==> src/rtl/dlx_pkg.sv <==
// Shared DLX definitions: opcodes, funct codes and the multiply sequencer state type.
package dlx_pkg;

    // Primary opcodes
    localparam logic [5:0] OP_R        = 6'h00;
    localparam logic [5:0] OP_MULT     = 6'h01;

    // R-type funct codes for the multiply family
    localparam logic [5:0] FUNCT_MULT  = 6'h18;
    localparam logic [5:0] FUNCT_MULTU = 6'h19;

    // Multiply sequencer states
    typedef enum logic [1:0] {
        IDLE = 2'd0,
        RUN  = 2'd1,
        FIX  = 2'd2
    } mult_state_t;

endpackage

==> src/rtl/mult_step.sv <==
// One iteration of the shift-add multiplier: adds the multiplicand, shifted to
// match each of the BPC low multiplier bits, then advances both operands by BPC.
// Ports:
//   acc, mcand, mplier          current accumulator / multiplicand / multiplier
//   acc_nxt, mcand_nxt, mplier_nxt  values after retiring BPC multiplier bits
module mult_step #(
    parameter int unsigned WIDTH = 32,
    parameter int unsigned BPC   = 1
) (
    input  logic [2*WIDTH-1:0] acc,
    input  logic [2*WIDTH-1:0] mcand,
    input  logic [WIDTH-1:0]   mplier,
    output logic [2*WIDTH-1:0] acc_nxt,
    output logic [2*WIDTH-1:0] mcand_nxt,
    output logic [WIDTH-1:0]   mplier_nxt
);

    // Partial-product accumulation, modulo 2^(2*WIDTH)
    always_comb begin
        acc_nxt = acc;
        for (int i = 0; i < int'(BPC); i++) begin
            if (mplier[i]) begin
                acc_nxt = acc_nxt + (mcand << i);
            end
        end
    end

    assign mcand_nxt  = mcand << BPC;
    assign mplier_nxt = mplier >> BPC;

endmodule

==> src/rtl/mult_sequencer.sv <==
// Iterative shift-add multiply unit and sequencer for the DLX EX stage.
// Accepts one multiply from EX, stalls IF/ID/EX while it iterates, then
// presents a 2*WIDTH-bit product and its destination register for write-back.
// Optional build macro MULT_EARLY_TERM_EN: leave RUN as soon as the remaining
// multiplier bits are all zero (same result, shorter latency).
// Ports:
//   clk, rst_n        clock, asynchronous active-low reset
//   start_i           multiply in EX (sampled in IDLE only)
//   signed_i          1 = MULT (signed), 0 = MULTU
//   op_a_i, op_b_i    multiplicand, multiplier
//   dest_i            destination register
//   abort_i           flush of the in-flight multiply
//   stall_o           hold IF/ID/EX (combinational)
//   busy_o            sequencer not idle
//   done_o            one-cycle result-valid pulse
//   result_hi_o/lo_o  product halves, held until the next completion
//   wb_reg_o          destination tag accompanying done_o
import dlx_pkg::*;

module mult_sequencer #(
    parameter int unsigned WIDTH = 32,
    parameter int unsigned BPC   = 1
) (
    input  logic             clk,
    input  logic             rst_n,
    input  logic             start_i,
    input  logic             signed_i,
    input  logic [WIDTH-1:0] op_a_i,
    input  logic [WIDTH-1:0] op_b_i,
    input  logic [4:0]       dest_i,
    input  logic             abort_i,
    output logic             stall_o,
    output logic             busy_o,
    output logic             done_o,
    output logic [WIDTH-1:0] result_hi_o,
    output logic [WIDTH-1:0] result_lo_o,
    output logic [4:0]       wb_reg_o
);

    localparam int unsigned PW    = 2 * WIDTH;
    localparam int unsigned STEPS = WIDTH / BPC;
    localparam int unsigned CW    = $clog2(STEPS + 1);

    mult_state_t     state, state_nxt;
    logic [PW-1:0]   acc, mcand;
    logic [WIDTH-1:0] mplier;
    logic [CW-1:0]   count;
    logic            neg;
    logic [4:0]      dest;

    logic [PW-1:0]    acc_nxt, mcand_nxt;
    logic [WIDTH-1:0] mplier_nxt;
    logic [PW-1:0]    acc_fix;
    logic [WIDTH-1:0] a_mag, b_mag;
    logic             load, step_en, finish, early_zero;

    // Operand magnitudes; the most-negative value maps to 2^(WIDTH-1) unsigned
    assign a_mag = (signed_i && op_a_i[WIDTH-1]) ? (~op_a_i + WIDTH'(1)) : op_a_i;
    assign b_mag = (signed_i && op_b_i[WIDTH-1]) ? (~op_b_i + WIDTH'(1)) : op_b_i;

    assign acc_fix = neg ? (~acc + PW'(1)) : acc;

    mult_step #(
        .WIDTH (WIDTH),
        .BPC   (BPC)
    ) u_step (
        .acc        (acc),
        .mcand      (mcand),
        .mplier     (mplier),
        .acc_nxt    (acc_nxt),
        .mcand_nxt  (mcand_nxt),
        .mplier_nxt (mplier_nxt)
    );

`ifdef MULT_EARLY_TERM_EN
    // Nothing left to add once the shifted-out multiplier is empty
    assign early_zero = (mplier_nxt == '0);
`else
    assign early_zero = 1'b0;
`endif

    // Combinational so the instruction behind the multiply never advances
    assign stall_o = (start_i && (state == IDLE) && !abort_i) || (state != IDLE);

    // State register
    always_ff @(posedge clk or negedge rst_n) begin
        if (!rst_n) begin
            state <= IDLE;
        end else begin
            state <= state_nxt;
        end
    end

    // Next-state and datapath control
    always_comb begin
        state_nxt = state;
        load      = 1'b0;
        step_en   = 1'b0;
        finish    = 1'b0;
        case (state)
            IDLE: begin
                if (start_i && !abort_i) begin
                    load      = 1'b1;
                    state_nxt = RUN;
                end
            end
            RUN: begin
                if (abort_i) begin
                    state_nxt = IDLE;
                end else begin
                    step_en = 1'b1;
                    if ((count == CW'(1)) || early_zero) begin
                        state_nxt = FIX;
                    end
                end
            end
            FIX: begin
                state_nxt = IDLE;
                finish    = !abort_i;
            end
            default: state_nxt = IDLE;
        endcase
    end

    // Operand, accumulator and result registers
    always_ff @(posedge clk or negedge rst_n) begin
        if (!rst_n) begin
            acc         <= '0;
            mcand       <= '0;
            mplier      <= '0;
            count       <= '0;
            neg         <= 1'b0;
            dest        <= '0;
            busy_o      <= 1'b0;
            done_o      <= 1'b0;
            result_hi_o <= '0;
            result_lo_o <= '0;
            wb_reg_o    <= '0;
        end else begin
            busy_o <= (state_nxt != IDLE);
            done_o <= finish;
            if (load) begin
                acc    <= '0;
                mcand  <= {WIDTH'(0), a_mag};
                mplier <= b_mag;
                count  <= CW'(STEPS);
                neg    <= signed_i & (op_a_i[WIDTH-1] ^ op_b_i[WIDTH-1]);
                dest   <= dest_i;
            end else if (step_en) begin
                acc    <= acc_nxt;
                mcand  <= mcand_nxt;
                mplier <= mplier_nxt;
                count  <= count - CW'(1);
            end
            if (finish) begin
                result_hi_o <= acc_fix[PW-1:WIDTH];
                result_lo_o <= acc_fix[WIDTH-1:0];
                wb_reg_o    <= dest;
            end
        end
    end

endmodule

==> config.mk <==
export PLATFORM = sky130hd
export DESIGN_NAME = mult_sequencer
export DESIGN_NICKNAME = d
export VERILOG_FILES = /design/src/rtl/dlx_pkg.sv /design/src/rtl/mult_step.sv /design/src/rtl/mult_sequencer.sv
export SDC_FILE = /design/constraint.sdc
export NUM_CORES = 1
export LEC_CHECK = 0
export BUFFER_PORTS_ARGS = -buffer_cell sky130_fd_sc_hd__buf_2
export CORE_ASPECT_RATIO = 0.8
export CORE_MARGIN = 5
export CORE_UTILIZATION = 25
export CTS_CLUSTER_SIZE = 24
export DETAILED_ROUTE_END_ITERATION = 12
export MAX_ROUTING_LAYER = met4
export PLACE_DENSITY_LB_ADDON = 0.12
export SYNTH_ARGS = -nofsm -noshare
export SYNTH_HDL_FRONTEND = slang
export SYNTH_HIERARCHICAL = 1
export SYNTH_SLANG_ARGS = --single-unit
==> constraint.sdc <==
create_clock -name clk -period 3.6 [get_ports clk]
set_clock_uncertainty 0.05 [all_clocks]
set_input_delay 0.18 -clock clk [delete_from_list [all_inputs] [get_ports clk]]
set_output_delay 0.18 -clock clk [all_outputs]
set_load 0.01 [all_outputs]
Word level (Yosys, flattened, before mapping):

Cells that the tools add are included.

* add/subtract/negate cells: 5
* bitwise operators: 5
* $lt $le $gt $ge: 0
* multipliers: 0
* divide/modulo/power cells: 0
* equal/unequal tests: 3
* reductions and logical operators: 13
* shifts and indexed selects: 0
* mux-type cells: 21

Operator list (count)
* $mux W64: 6
* $mux W32: 4
* $add A32 B1 Y32 const B: 2
* $add A64 B1 Y64 const B: 1
* $add A64 B64 Y64: 1
* $not A32 Y32: 2
* $not A64 Y64: 1
* $mux W6: 2
* $reduce_bool A2 Y1: 4
* $eq A6 B1 Y1 const B: 1
* $mux W2: 3
* $sub A6 B1 Y6 const B: 1
* $logic_and A1 B1 Y1: 5
* $mux W1: 5
* $pmux W2 S2: 1
* $eq A2 B1 Y1 const B: 1
* $eq A2 B2 Y1 const B: 1
* $logic_not A2 Y1: 1
* $reduce_and A2 Y1: 1
* $and A1 B1 Y1: 1
* $logic_not A1 Y1: 1
* $logic_or A1 B1 Y1: 1
* $xor A1 B1 Y1: 1

* memory bits (writable): 0
* latch bits: 0
* bits in read-only memories: 0
* output and inout bits: 72
* register bits: 245
* logic and storage cells: 59
* bits of input ports: 74
* memories: 0

Depth between registers and ports, before layout:

* depth in word-level cells: 6
* depth in mapped cells: 13
* depth with buffers taken out: 13

Modules after synthesis:

Netlist, hierarchy kept.

By module, submodules not included
* mult_sequencer: cells each 1473, area an instance 12549.5 µm², sequential area each 6130.9 µm², instances 1
* mult_step: cells each 780, area an instance 5505.3 µm², sequential area each 0.0 µm², instances 1

Worst setup path after synthesis:

No wires, ideal clock.

* kind: reg-to-reg
* start: register acc[48]
* end: register acc[63]
* stages on the path, launching flop included: 14
* arrival: 2.876 ns
* data required time: 3.414 ns
* path slack: 0.537 ns
* path buffers: 1
* clock period less this slack: 3.063 ns
* library setup time: 0.136 ns
* cells stage by stage: dfrtp_1 > ha_1 > buf_6 > a21oi_1 > o21bai_1 > a221oi_2 > o41a_1 > nor2_1 > or4_4 > nand3_2 > a21oi_1 > or4_1 > nand2_1 > a21oi_1

* cells in the longest elaborated chain, start to end: 4

Ends and longest elaborated chain
* from (decl): RTL line mult_sequencer.sv:45 `logic [PW-1:0] acc, mcand;`
* from (signal assigned): RTL line mult_sequencer.sv:150 `acc <= acc_nxt;`
* $add A64 B64 Y64: RTL line mult_step.sv:23 `acc_nxt = acc_nxt + (mcand << i);`
* $mux W64: RTL line mult_step.sv:22 `if (mplier[i]) begin`
* net acc_nxt[63]: RTL line mult_sequencer.sv:51 `logic [PW-1:0] acc_nxt, mcand_nxt;`
* $mux W64: RTL line mult_sequencer.sv:149 `end else if (step_en) begin`
* $mux W64: RTL line mult_sequencer.sv:142 `if (load) begin`

The timed path passes the listed nets, and every way through them passes these cells. The select of a mux whose other input is x is not followed.
A chain may end at the register's enable or synchronous reset.

Worst setup path in the final report:

* start: register acc[46]
* end: register acc[63]

The elaborated chain is that of the path after synthesis.

==> impl_metrics.env <==
export IMPL_outcome="complete, no violations"
export IMPL_nets=2510
export IMPL_ys_warn_count=6
export IMPL_drt_iter0_markers=946
export IMPL_chipWidth_microns=310
export IMPL_critPathLaunchType="register"
export IMPL_cp_common_cell="a21oi_1"
export IMPL_timing_final_crit_share_pct=94.9
export IMPL_root_buffer="clkbuf_16"
export IMPL_routed_via_density=4.95
export IMPL_cts_tree="yes"
export IMPL_overflow=0
export IMPL_final_setup_viol_count=0
export IMPL_syn_area_sq_um=18100
export IMPL_drc_errors=0
export IMPL_syn_area_per_cell_sq_um=8.01
export IMPL_maxSlewHeadroom_pct=34.4
export IMPL_maxSlewViolCount=0
export IMPL_synth_seq_cells=245
export IMPL_synth_xor_area_share_pct=8.30
export IMPL_cts_buffer_depth=3
export IMPL_start_util_pct=25.1
export IMPL_arrival_ps=3820
export IMPL_numPortBuffers=145
export IMPL_core_sq_um=71900
export IMPL_cp_end_kind="register"
export IMPL_synth_top_family_by_area="simple AND/OR/NAND/NOR gates"
export IMPL_grt_pass1_vias=16400
export IMPL_p_leak_nw=9.53
export IMPL_synth_compound_area_share_pct=20.0
export IMPL_dp_hpwl_mm=44.7
export IMPL_drt_wirelength_per_cell_microns=18.6
export IMPL_synthSimpleGateAreaFrac_pct=21.7
export IMPL_ant_nets=0
export IMPL_synth_ff_type="dfrtp_1"
export IMPL_num_vias=16500
export IMPL_netlist_instances=2253
export IMPL_crit_path_max_incr_delay_ps=510
export IMPL_power_total_mw=13.4
export IMPL_fin_tns_setup_ps=0
export IMPL_track_usage_pct=16.0
export IMPL_drt_pass1_iterations=6
export IMPL_synth_adder_area_share_pct=4.82
export IMPL_path_class="reg -> reg"
export IMPL_min_period_ps=3420
export IMPL_num_fill_cells=7732
export IMPL_wirelength_mm=62.1
export IMPL_crit_path_max_fanout=7
export IMPL_clock_sinks=245
export IMPL_synth_top_cell_by_area="dfrtp_1"
export IMPL_cap_violations=0
export IMPL_ioPinCount=146
export IMPL_htreeDepth=1
export IMPL_async_flop_share_pct=100
export IMPL_synthTopCellsByArea="dfrtp_1 (34%), nand2_1 (11%), a21oi_1 (6.6%), ha_1 (4.7%), xor2_1 (4.7%)"
export IMPL_clk_pin_slew_ps=60
export IMPL_rows=88
export IMPL_p_per_area_nw_per_um2=628
export IMPL_worstMarginPinSlew_ps=981
export IMPL_layout_common_cells="nand2_1 (509), dfrtp_1 (243), a21oi_1 (237)"
export IMPL_layout_drive_gt1_share_pct=16.6
export IMPL_synth_edf_count=0
export IMPL_yosysSeqAreaShare_pct=34.0
export IMPL_fmax_mhz=293
export IMPL_clkLatencyLatePin_ps=590
export IMPL_hp_class="in -> reg"
export IMPL_crit_chain="ha_2 -> a21oi_2 -> o21ai_0 -> a221oi_2 -> o41a_1 -> nor2_1 -> or4_4 -> nand3_2 -> a21oi_1 -> or4_1 -> nand2_1 -> a21oi_1"
export IMPL_required_ps=4010
export IMPL_antenna_found_initial=3
export IMPL_yosys_area_top_type_share_pct=34.0
export IMPL_post_synth_mux_area_share_pct=3.41
export IMPL_rsz0062_at_grt="no"
export IMPL_numCtsBuffers=31
export IMPL_ir_drop_uv=432
export IMPL_die_area_sq_um=77700
export IMPL_grt_max_degree=86
export IMPL_area_growth_pct=18.0
export IMPL_grt_pass1_wl_mm=97.8
export IMPL_gp_congestion=0.837
export IMPL_yosysUniqueCellTypes=82
export IMPL_cp_slowest_cell="dfrtp_1"
export IMPL_hold_viol=0
export IMPL_final_common_cell="nand2_1"
export IMPL_die_y_microns=250
## through the flow
| stage | util, % | hold slack, ps | setup WS [ps] | std cells | instance area, sq um |
|---|---|---|---|---|---|
| after floorplan | - | -166 | 537 | 2254 | 18100 |
| after global placement | 27.1 | 219 | -172 | 3195 | 19500 |
| after detailed placement | 27.1 | 222 | -157 | 3195 | 19500 |
| after CTS | 29.5 | 8.24 | 49.9 | 3330 | 21200 |
| after global routing | 29.6 | 84.6 | 13.8 | 3336 | 21300 |
| final | 29.6 | 26.2 | 185 | 3337 | 21300 |
## metal layers
layer,global-route usage [%],up-vias,share of wire [%]
li1,-,8063,-
met3,2.10,55,4.5
met4,2.17,0,1.5
met1,23.8,8036,51
met2,24.0,380,43
met5,-,-,0
## report_power, final
group          switching (mW)  internal (mW)  total (mW)
Clock                    1.32           1.75        3.07
Combinational            3.93           2.61        6.54
Sequential              0.497           3.27        3.77
Total                    5.75           7.63        13.4
## cell usage after synthesis, types with 29 or more instances
| cell | count |
|---|---|
| inv_1 | 37 |
| dfrtp_1 | 245 |
| a21oi_1 | 238 |
| ha_1 | 68 |
| nor2_1 | 98 |
| o21ai_0 | 121 |
| buf_4 | 96 |
| nand4_1 | 31 |
| nand2_1 | 510 |
| clkbuf_1 | 112 |
| a21o_1 | 32 |
| xnor2_1 | 74 |
| o31ai_1 | 45 |
| mux2_2 | 52 |
| xor2_1 | 97 |
| and3_1 | 40 |
| or3_1 | 29 |
| a31oi_1 | 48 |
## path summary, 6_finish.rpt
| path | start | endpoint | slack [ps] | cells after the start |
|---|---|---|---|---|
| max | acc[46] | acc[63] | 180 | 12 |
| min | start_i | dest[1] | 30 | 5 |
| max reg2reg | acc[46] | acc[63] | 180 | 12 |
| min reg2reg | dest[2] | wb_reg_o[2] | 420 | 2 |
| max in group asynchronous | rst_n | mplier[18] | 2340 | 3 |
| min in group asynchronous | rst_n | result_hi_o[9] | 170 | 2 |
## flip-flops by register name, indices dropped and copies added (netlist names)
signal       cells
mcand           64
count            6
wb_reg_o         5
mplier          32
acc             64
result_lo_o     32
done_o           1
neg              1
busy_o           1
state            2
dest             5
result_hi_o     32
## logic make-up (layout without fill, tap and decap cells)
logic type / Yosys count / in the layout
and+or+nand+nor: 853 / 853
adders and majority gates: 69 / 69
muxes: 55 / 55
DFF: 245 / 245
xor gates and xnor gates: 171 / 171
other: 1 / 5
buffers and inverters: 270 / 405
AOI/OAI and AO/OA: 589 / 589
## final cells by class
type	instances	area, sq um	share of cell area, %
Clock buffer	45	878	4.12
Timing Repair Buffer	311	2290	10.8
Sequential cell	245	6130	28.8
Multi-Input combinational cell	1739	10600	49.7
Antenna cell	3	7.51	0.0352
Tap cell	945	1180	5.55
Clock inverter	10	83.8	0.393
Inverter	39	146	0.687
## repair_timing
action / 4_1_cts / 5_1_grt
gates resized for setup: 3 / 8
setup buffers: 0 / 4
hold buffers: 80 / 0
setup endpoints to repair: 2 / 12
pin swaps: 0 / 2
hold endpoints to repair: 150 / 0
## critical path, delay by kind of cell, from the launching register on
kind	cells	cell delay, ps
adders and majority gates	1	400
DFF	1	510
and+or+nand+nor	5	1230
AOI/OAI and AO/OA	6	1080
Power figures use the tool's default switching activity.
